===== src/rtl/uart_pkg.sv =====
// rtl/uart_pkg.sv - shared types and helpers for the oversampled UART receive path
package uart_pkg;

    typedef enum logic [2:0] {
        IDLE,
        START,
        DATA,
        PARITY,
        STOP
    } rx_state_e;

    // Clocks per oversample tick; never below one so the tick can free-run at clk rate.
    function automatic int calc_div(input int sys_clk, input int baud, input int os);
        int d;
        d = sys_clk / (baud * os);
        return (d < 1) ? 1 : d;
    endfunction

    // The three sample indices around mid-bit that feed the majority vote.
    function automatic int mid_lo_idx(input int os);
        return os / 2 - 1;
    endfunction

    function automatic int mid_idx(input int os);
        return os / 2;
    endfunction

    function automatic int mid_hi_idx(input int os);
        return os / 2 + 1;
    endfunction

endpackage


===== src/rtl/uart_os_tick_gen.sv =====
// rtl/uart_os_tick_gen.sv - free-running oversample tick, one clk wide every DIV clks
module uart_os_tick_gen #(
    parameter int DIV = 1
) (
    input  logic clk,
    input  logic reset,
    output logic tick
);

    localparam int CW = (DIV > 1) ? $clog2(DIV) : 1;
    localparam logic [CW-1:0] LAST = CW'(DIV - 1);

    logic [CW-1:0] cnt;

    // Wrap the divider at DIV-1; the tick is the wrap cycle itself.
    always_ff @(posedge clk or negedge reset) begin
        if (!reset) begin
            cnt <= '0;
        end else if (cnt == LAST) begin
            cnt <= '0;
        end else begin
            cnt <= cnt + CW'(1);
        end
    end

    assign tick = (cnt == LAST);

endmodule


===== src/rtl/uart_rx_oversampled.sv =====
// rtl/uart_rx_oversampled.sv - oversampled UART receiver; UART_RX_PARITY_EN adds a parity bit and parity_err
module uart_rx_oversampled
    import uart_pkg::*;
#(
    parameter int DATA_WIDTH = 8,
    parameter int STOP_BITS  = 1,
    parameter int SYSTEM_CLK = 50_000_000,
    parameter int BAUD_RATE  = 115_200,
    parameter int OVERSAMPLE = 16
`ifdef UART_RX_PARITY_EN
    ,
    parameter int PARITY_ODD = 0
`endif
) (
    input  logic                  clk,
    input  logic                  reset,
    input  logic                  rx_pin,
    output logic [DATA_WIDTH-1:0] rx_data,
    output logic                  rx_valid,
    input  logic                  rx_ready,
    output logic                  framing_err,
`ifdef UART_RX_PARITY_EN
    output logic                  parity_err,
`endif
    output logic                  overrun_err
);

    localparam int DIV = calc_div(SYSTEM_CLK, BAUD_RATE, OVERSAMPLE);
    localparam int CW  = $clog2(OVERSAMPLE);
    localparam int BW  = (DATA_WIDTH > 1) ? $clog2(DATA_WIDTH) : 1;

    localparam logic [CW-1:0] IDX_LAST = CW'(OVERSAMPLE - 1);
    localparam logic [CW-1:0] MID_LO   = CW'(mid_lo_idx(OVERSAMPLE));
    localparam logic [CW-1:0] MID      = CW'(mid_idx(OVERSAMPLE));
    localparam logic [CW-1:0] MID_HI   = CW'(mid_hi_idx(OVERSAMPLE));
    localparam logic [BW-1:0] BIT_LAST = BW'(DATA_WIDTH - 1);
    localparam logic          STOP_LAST = 1'(STOP_BITS - 1);

    logic                  tick;
    logic                  sync1, sync2, rx_s;
    logic                  prev_s;
    rx_state_e             state;
    logic [CW-1:0]         cnt;
    logic [CW-1:0]         idx_next;
    logic [BW-1:0]         bit_cnt;
    logic                  stop_cnt;
    logic [DATA_WIDTH-1:0] shreg;
    logic                  s_lo, s_mid;
    logic                  vote;
    logic                  frame_ok;
`ifdef UART_RX_PARITY_EN
    logic                  par_bad;
    logic                  par_mismatch;
`endif

    uart_os_tick_gen #(
        .DIV(DIV)
    ) u_tick_gen (
        .clk  (clk),
        .reset(reset),
        .tick (tick)
    );

    // Two-flop synchronizer; resets to the idle-high line level.
    always_ff @(posedge clk or negedge reset) begin
        if (!reset) begin
            sync1 <= 1'b1;
            sync2 <= 1'b1;
        end else begin
            sync1 <= rx_pin;
            sync2 <= sync1;
        end
    end

    assign rx_s = sync2;

    // Sample index within the current bit, wrapping at the bit boundary.
    assign idx_next = (cnt == IDX_LAST) ? '0 : cnt + CW'(1);

    // Majority of the two stored mid-bit samples and the live third one.
    assign vote = (s_lo & s_mid) | (s_lo & rx_s) | (s_mid & rx_s);

`ifdef UART_RX_PARITY_EN
    assign par_mismatch = ((^shreg) ^ vote) != PARITY_ODD[0];
    assign frame_ok = tick && (state == STOP) && (idx_next == MID_HI) && vote
                      && (stop_cnt == STOP_LAST) && !par_bad;
`else
    assign frame_ok = tick && (state == STOP) && (idx_next == MID_HI) && vote
                      && (stop_cnt == STOP_LAST);
`endif

    // Frame FSM: start detection on a sampled falling edge, then per-bit voting at mid-bit.
    always_ff @(posedge clk or negedge reset) begin
        if (!reset) begin
            state       <= IDLE;
            cnt         <= '0;
            bit_cnt     <= '0;
            stop_cnt    <= 1'b0;
            shreg       <= '0;
            s_lo        <= 1'b1;
            s_mid       <= 1'b1;
            prev_s      <= 1'b1;
            framing_err <= 1'b0;
`ifdef UART_RX_PARITY_EN
            par_bad     <= 1'b0;
            parity_err  <= 1'b0;
`endif
        end else begin
            framing_err <= 1'b0;
`ifdef UART_RX_PARITY_EN
            parity_err  <= 1'b0;
`endif
            if (tick) begin
                prev_s <= rx_s;
                if (state == IDLE) begin
                    // Requiring the previous sample high makes a stuck-low line re-arm only after it recovers.
                    if (prev_s && !rx_s) begin
                        state    <= START;
                        cnt      <= '0;
                        bit_cnt  <= '0;
                        stop_cnt <= 1'b0;
`ifdef UART_RX_PARITY_EN
                        par_bad  <= 1'b0;
`endif
                    end
                end else begin
                    cnt <= idx_next;
                    if (idx_next == MID_LO) s_lo <= rx_s;
                    if (idx_next == MID) s_mid <= rx_s;
                    if (idx_next == MID_HI) begin
                        case (state)
                            START: state <= vote ? IDLE : DATA;
                            DATA: begin
                                shreg <= {vote, shreg[DATA_WIDTH-1:1]};
                                if (bit_cnt == BIT_LAST) begin
                                    bit_cnt <= '0;
`ifdef UART_RX_PARITY_EN
                                    state   <= PARITY;
`else
                                    state   <= STOP;
`endif
                                end else begin
                                    bit_cnt <= bit_cnt + BW'(1);
                                end
                            end
`ifdef UART_RX_PARITY_EN
                            PARITY: begin
                                par_bad    <= par_mismatch;
                                parity_err <= par_mismatch;
                                state      <= STOP;
                            end
`endif
                            STOP: begin
                                if (!vote) begin
                                    framing_err <= 1'b1;
                                    state       <= IDLE;
                                end else if (stop_cnt == STOP_LAST) begin
                                    state <= IDLE;
                                end else begin
                                    stop_cnt <= stop_cnt + 1'b1;
                                end
                            end
                            default: state <= IDLE;
                        endcase
                    end
                end
            end
        end
    end

    // Output holding register: load on a good frame unless an unaccepted byte would be overwritten.
    always_ff @(posedge clk or negedge reset) begin
        if (!reset) begin
            rx_data     <= '0;
            rx_valid    <= 1'b0;
            overrun_err <= 1'b0;
        end else begin
            overrun_err <= 1'b0;
            if (frame_ok) begin
                if (!rx_valid || rx_ready) begin
                    rx_data  <= shreg;
                    rx_valid <= 1'b1;
                end else begin
                    overrun_err <= 1'b1;
                end
            end else if (rx_valid && rx_ready) begin
                rx_valid <= 1'b0;
            end
        end
    end

endmodule


===== config.mk =====
export PLATFORM = sky130hd
export DESIGN_NAME = uart_rx_oversampled
export DESIGN_NICKNAME = d
export VERILOG_FILES = /design/src/rtl/uart_pkg.sv /design/src/rtl/uart_os_tick_gen.sv /design/src/rtl/uart_rx_oversampled.sv
export SDC_FILE = /design/constraint.sdc
export NUM_CORES = 1
export LEC_CHECK = 0
export ABC_AREA = 1
export CAP_MARGIN = 20
export CORE_UTILIZATION = 40
export CTS_BUF_LIST = sky130_fd_sc_hd__clkbuf_2
export DETAILED_ROUTE_END_ITERATION = 8
export GPL_TIMING_DRIVEN = 0
export HOLD_SLACK_MARGIN = 0.03
export PLACE_DENSITY = 0.55
export SYNTH_ARGS = -nofsm -noshare
export SYNTH_HDL_FRONTEND = slang
export SYNTH_SLANG_ARGS = --single-unit

===== constraint.sdc =====
create_clock -name clk -period 2.8 [get_ports clk]
set_input_delay 0.28 -clock clk [delete_from_list [all_inputs] [get_ports clk]]
set_output_delay 0.28 -clock clk [all_outputs]
set_load 0.05 [all_outputs]

==> results.yml <==
outcome:
  status: "complete, but fails checks"
  failed_checks: "DRC"
sta:
  clock.fmax_ghz: 0.535
  worst_pin_slew_ns: 0.860
  setup_ws_ns: 0.931
  fin_crit_sh_pct: 66.7
  fin_tns_setup_ns: 0
  rsz0062_at_grt: "false"
  maxSlewViolCount: 0
  holdWs_ns: 0.281
  finalCriticalPeriod_ns: 1.87
  skew_ns: 0.0281
  relSlewSlack_pct: 42.7
  finalHoldViolCount: 0
  finalSetupViolCount: 0
power:
  p_switching_uw: 200
  clkPwrFrac_pct: 29.5
  pwr-share-comb_pct: 2.4
  max-vdd-ir-drop_v: 0.000241
  powerDensity_nw_per_um2: 384
  p_seq_share_pct: 68.0
  leakage_uw: 0.00107
  p_int_uw: 637
  switching_share_pct: 23.9
global_routing:
  grt_usage_pct: 15.5
  grt_max_degree: 40
  grt_pass1_wl_um: 6020
  grt_overflow: 0
  antenna_found_initial: 0
  grt_pass1_vias: 1277
clock_network:
  cts-root-buf: "clkbuf_2"
  cts_made_buffers: 5
  htree_levels: 2
  clk_pin_slew_worst_paths_ns: 0.20
  clock_sinks: 39
  clk_latency_ns: 0.39
  post_cts_buffers: 0
  clock_path_buffers: 2
  tritoncts: "yes"
setup_path:
  timing.rr.end: "rx_data[7]"
  cp_top_family: "buffers and inverters"
  worstPathRequired_ns: 2.52
  end_kind: "output pin"
  startpoint_type: "register"
  crit_cells: 1
  startpoint: "rx_data[2]"
  critPathMaxFanout: 2
  cp-endpoint: "rx_data[2]"
  r2r_setup_slack_ns: 1.06
  critical_path_class: "reg2out"
  arrival_ns: 1.59
  crit_slowest_cell: "clkdlybuf4s50_1"
  crit_chain: "clkdlybuf4s50_1"
  reg2regPathDepth: 7
  max_stage_delay_ns: 0.81
  path_buf_inv: 1
  rr_startpoint: "cnt[0]"
yosys:
  yosys-top-cells-count: "56 x nand2_1, 34 x dfrtp_1, 32 x inv_1"
  yosys.area.top_type_share_pct: 44.2
  synthArstFlopShare_pct: 100
  netlist_instances: 218
  syn_area_um2: 1930
  synth_ff_type: "dfrtp_1"
  synth.most_common_cell: "nand2_1"
  synth_edf_count: 0
  ys_seq_area_share_pct: 51.0
  synth-warning-count: 0
  synth.area.top_cells: "dfrtp_1 44%, nand2_1 11%, dfstp_2 6.8%, inv_1 6.2%, ha_1 5.2%"
  syn_area_per_cell_um2: 8.83
  yosysUniqueCellTypes: 25
  ys_ff_latch: 39
  synth_nets: 230
  post-synth-top-area-cell: "dfrtp_1"
drt:
  vias: 1427
  vias_per_cell: 4.87
  routed_wl_um: 3470
  wl_per_cell_um: 11.8
  detail-route-antenna-nets: 0
  firstDrtPassIters: 6
  drc: 3
  first_iter_violations: 98
floorplanning:
  core-area_um2: 4500
  die_w_um: 71.4
  dieArea_um2: 5100
  chipHeight_um: 71.4
  ios: 15
  rows: 24
  start_util_pct: 42.8
placement:
  io_buffers: 14
  dp_hpwl_um: 2550
  place_ws_ns: 1.06
  dp.cells: 284
  place_congestion: 0.792
cells_and_area:
  drive_gt1_share_pct: 16.2
  n_fill_cell: 442
  finalNonFillerCells: 293
  antennaDiodeCount: 0
  nets: 252
  seqCellArea_um2: 982
  finish.utilization_pct: 48.4
  multi_input_area_um2: 787
  syn2layout_area_growth_pct: 13.1
run:
  max_cap_violations: 0
hold_path:
  hp-class: "in2reg"
## stage by stage
| stage | cell area (µm²) | power [µW] |
|---|---|---|
| floorplan | 1930 | 583 |
| global placement | 2130 | 600 |
| detailed placement | 2130 | 599 |
| CTS | 2180 | 854 |
| global route | 2180 | 888 |
| finish | 2180 | 837 |
## power by group through the flow
stage / clock network, µW / logic (µW) / registers [µW]
2_1_floorplan: 0 / 4.07 / 579
5_1_grt: 294 / 24.3 / 570
3_5_place_dp: 0 / 20.3 / 579
4_1_cts: 263 / 21.3 / 569
6_report: 247 / 20.3 / 569
3_3_place_gp: 0 / 21.0 / 579
## sequential cells by signal, indices dropped and copies added, names as in the netlist
| name | cells |
|---|---|
| s_lo | 1 |
| cnt | 4 |
| rx_s | 1 |
| state | 3 |
| shreg | 8 |
| s_mid | 1 |
| u_tick_gen.cnt | 5 |
| overrun_err | 1 |
| bit_cnt | 3 |
| rx_valid | 1 |
| framing_err | 1 |
| sync1 | 1 |
| prev_s | 1 |
| rx_data | 8 |
## placed cells by master (no fill, tap or decap)
cell type / n
buf_6: 1
nor4_1: 1
nand2_2: 4
nand4_2: 1
nor2_1: 12
dfstp_2: 5
nor3_1: 3
dlygate4sd3_1: 1
o22ai_1: 3
o21ai_2: 8
clkdlybuf4s50_1: 13
nand3_1: 10
clkinv_2: 1
inv_1: 32
nand2_1: 56
nand3_2: 2
o21ai_1: 1
clkbuf_1: 1
clkbuf_2: 6
nor3b_1: 1
clkinvlp_4: 1
nand4_1: 16
ha_1: 8
a21oi_1: 1
buf_2: 3
nand3_4: 1
nor2_4: 3
dfrtp_1: 34
inv_2: 3
o21ai_0: 9
## metal layers
metal / track usage [%] / vias up / wire length [µm]
li1: - / 747 / -
met1: 23.6 / 651 / 1950
met2: 20.5 / 23 / 1350
met3: 4.22 / 6 / 113
met4: 6.00 / 0 / 54
met5: 0 / - / 0
## cell families (layout without fill, tap and decap cells)
family,Yosys count,count (layout),synth area share [%]
compound gates,22,22,7.47
fa+ha+maj,8,8,5.20
buf+inv,39,62,8.12
flops,39,39,51.0
simple gates,110,110,28.2
## worst min path at each step
stage                             to  cells past startpoint    from  slack (ns)
after CTS                      sync1                      1  rx_pin        0.24
after detailed placement        rx_s                      0   sync1        0.35
final                          sync1                      1  rx_pin        0.28
after floorplan           bit_cnt[0]                      0   reset       -0.02
after global routing           sync1                      1  rx_pin        0.21
after global placement          rx_s                      0   sync1        0.35
## layout make-up
type	instances	share of cell area [%]
plain buffers	4	1.15
inverters	35	6.03
multi-input cells	140	36.1
clock buffers	6	1.38
clock inverters	2	0.574
repair buffers	15	6.66
well taps	52	2.99
flip-flops and latches	39	45.1
## repair_timing
action                    CTS  global route
hold endpoints to repair   34             0
hold buffers                1             0
gates resized for setup     0             0
Note: power is estimated with default switching activity, not from simulation.
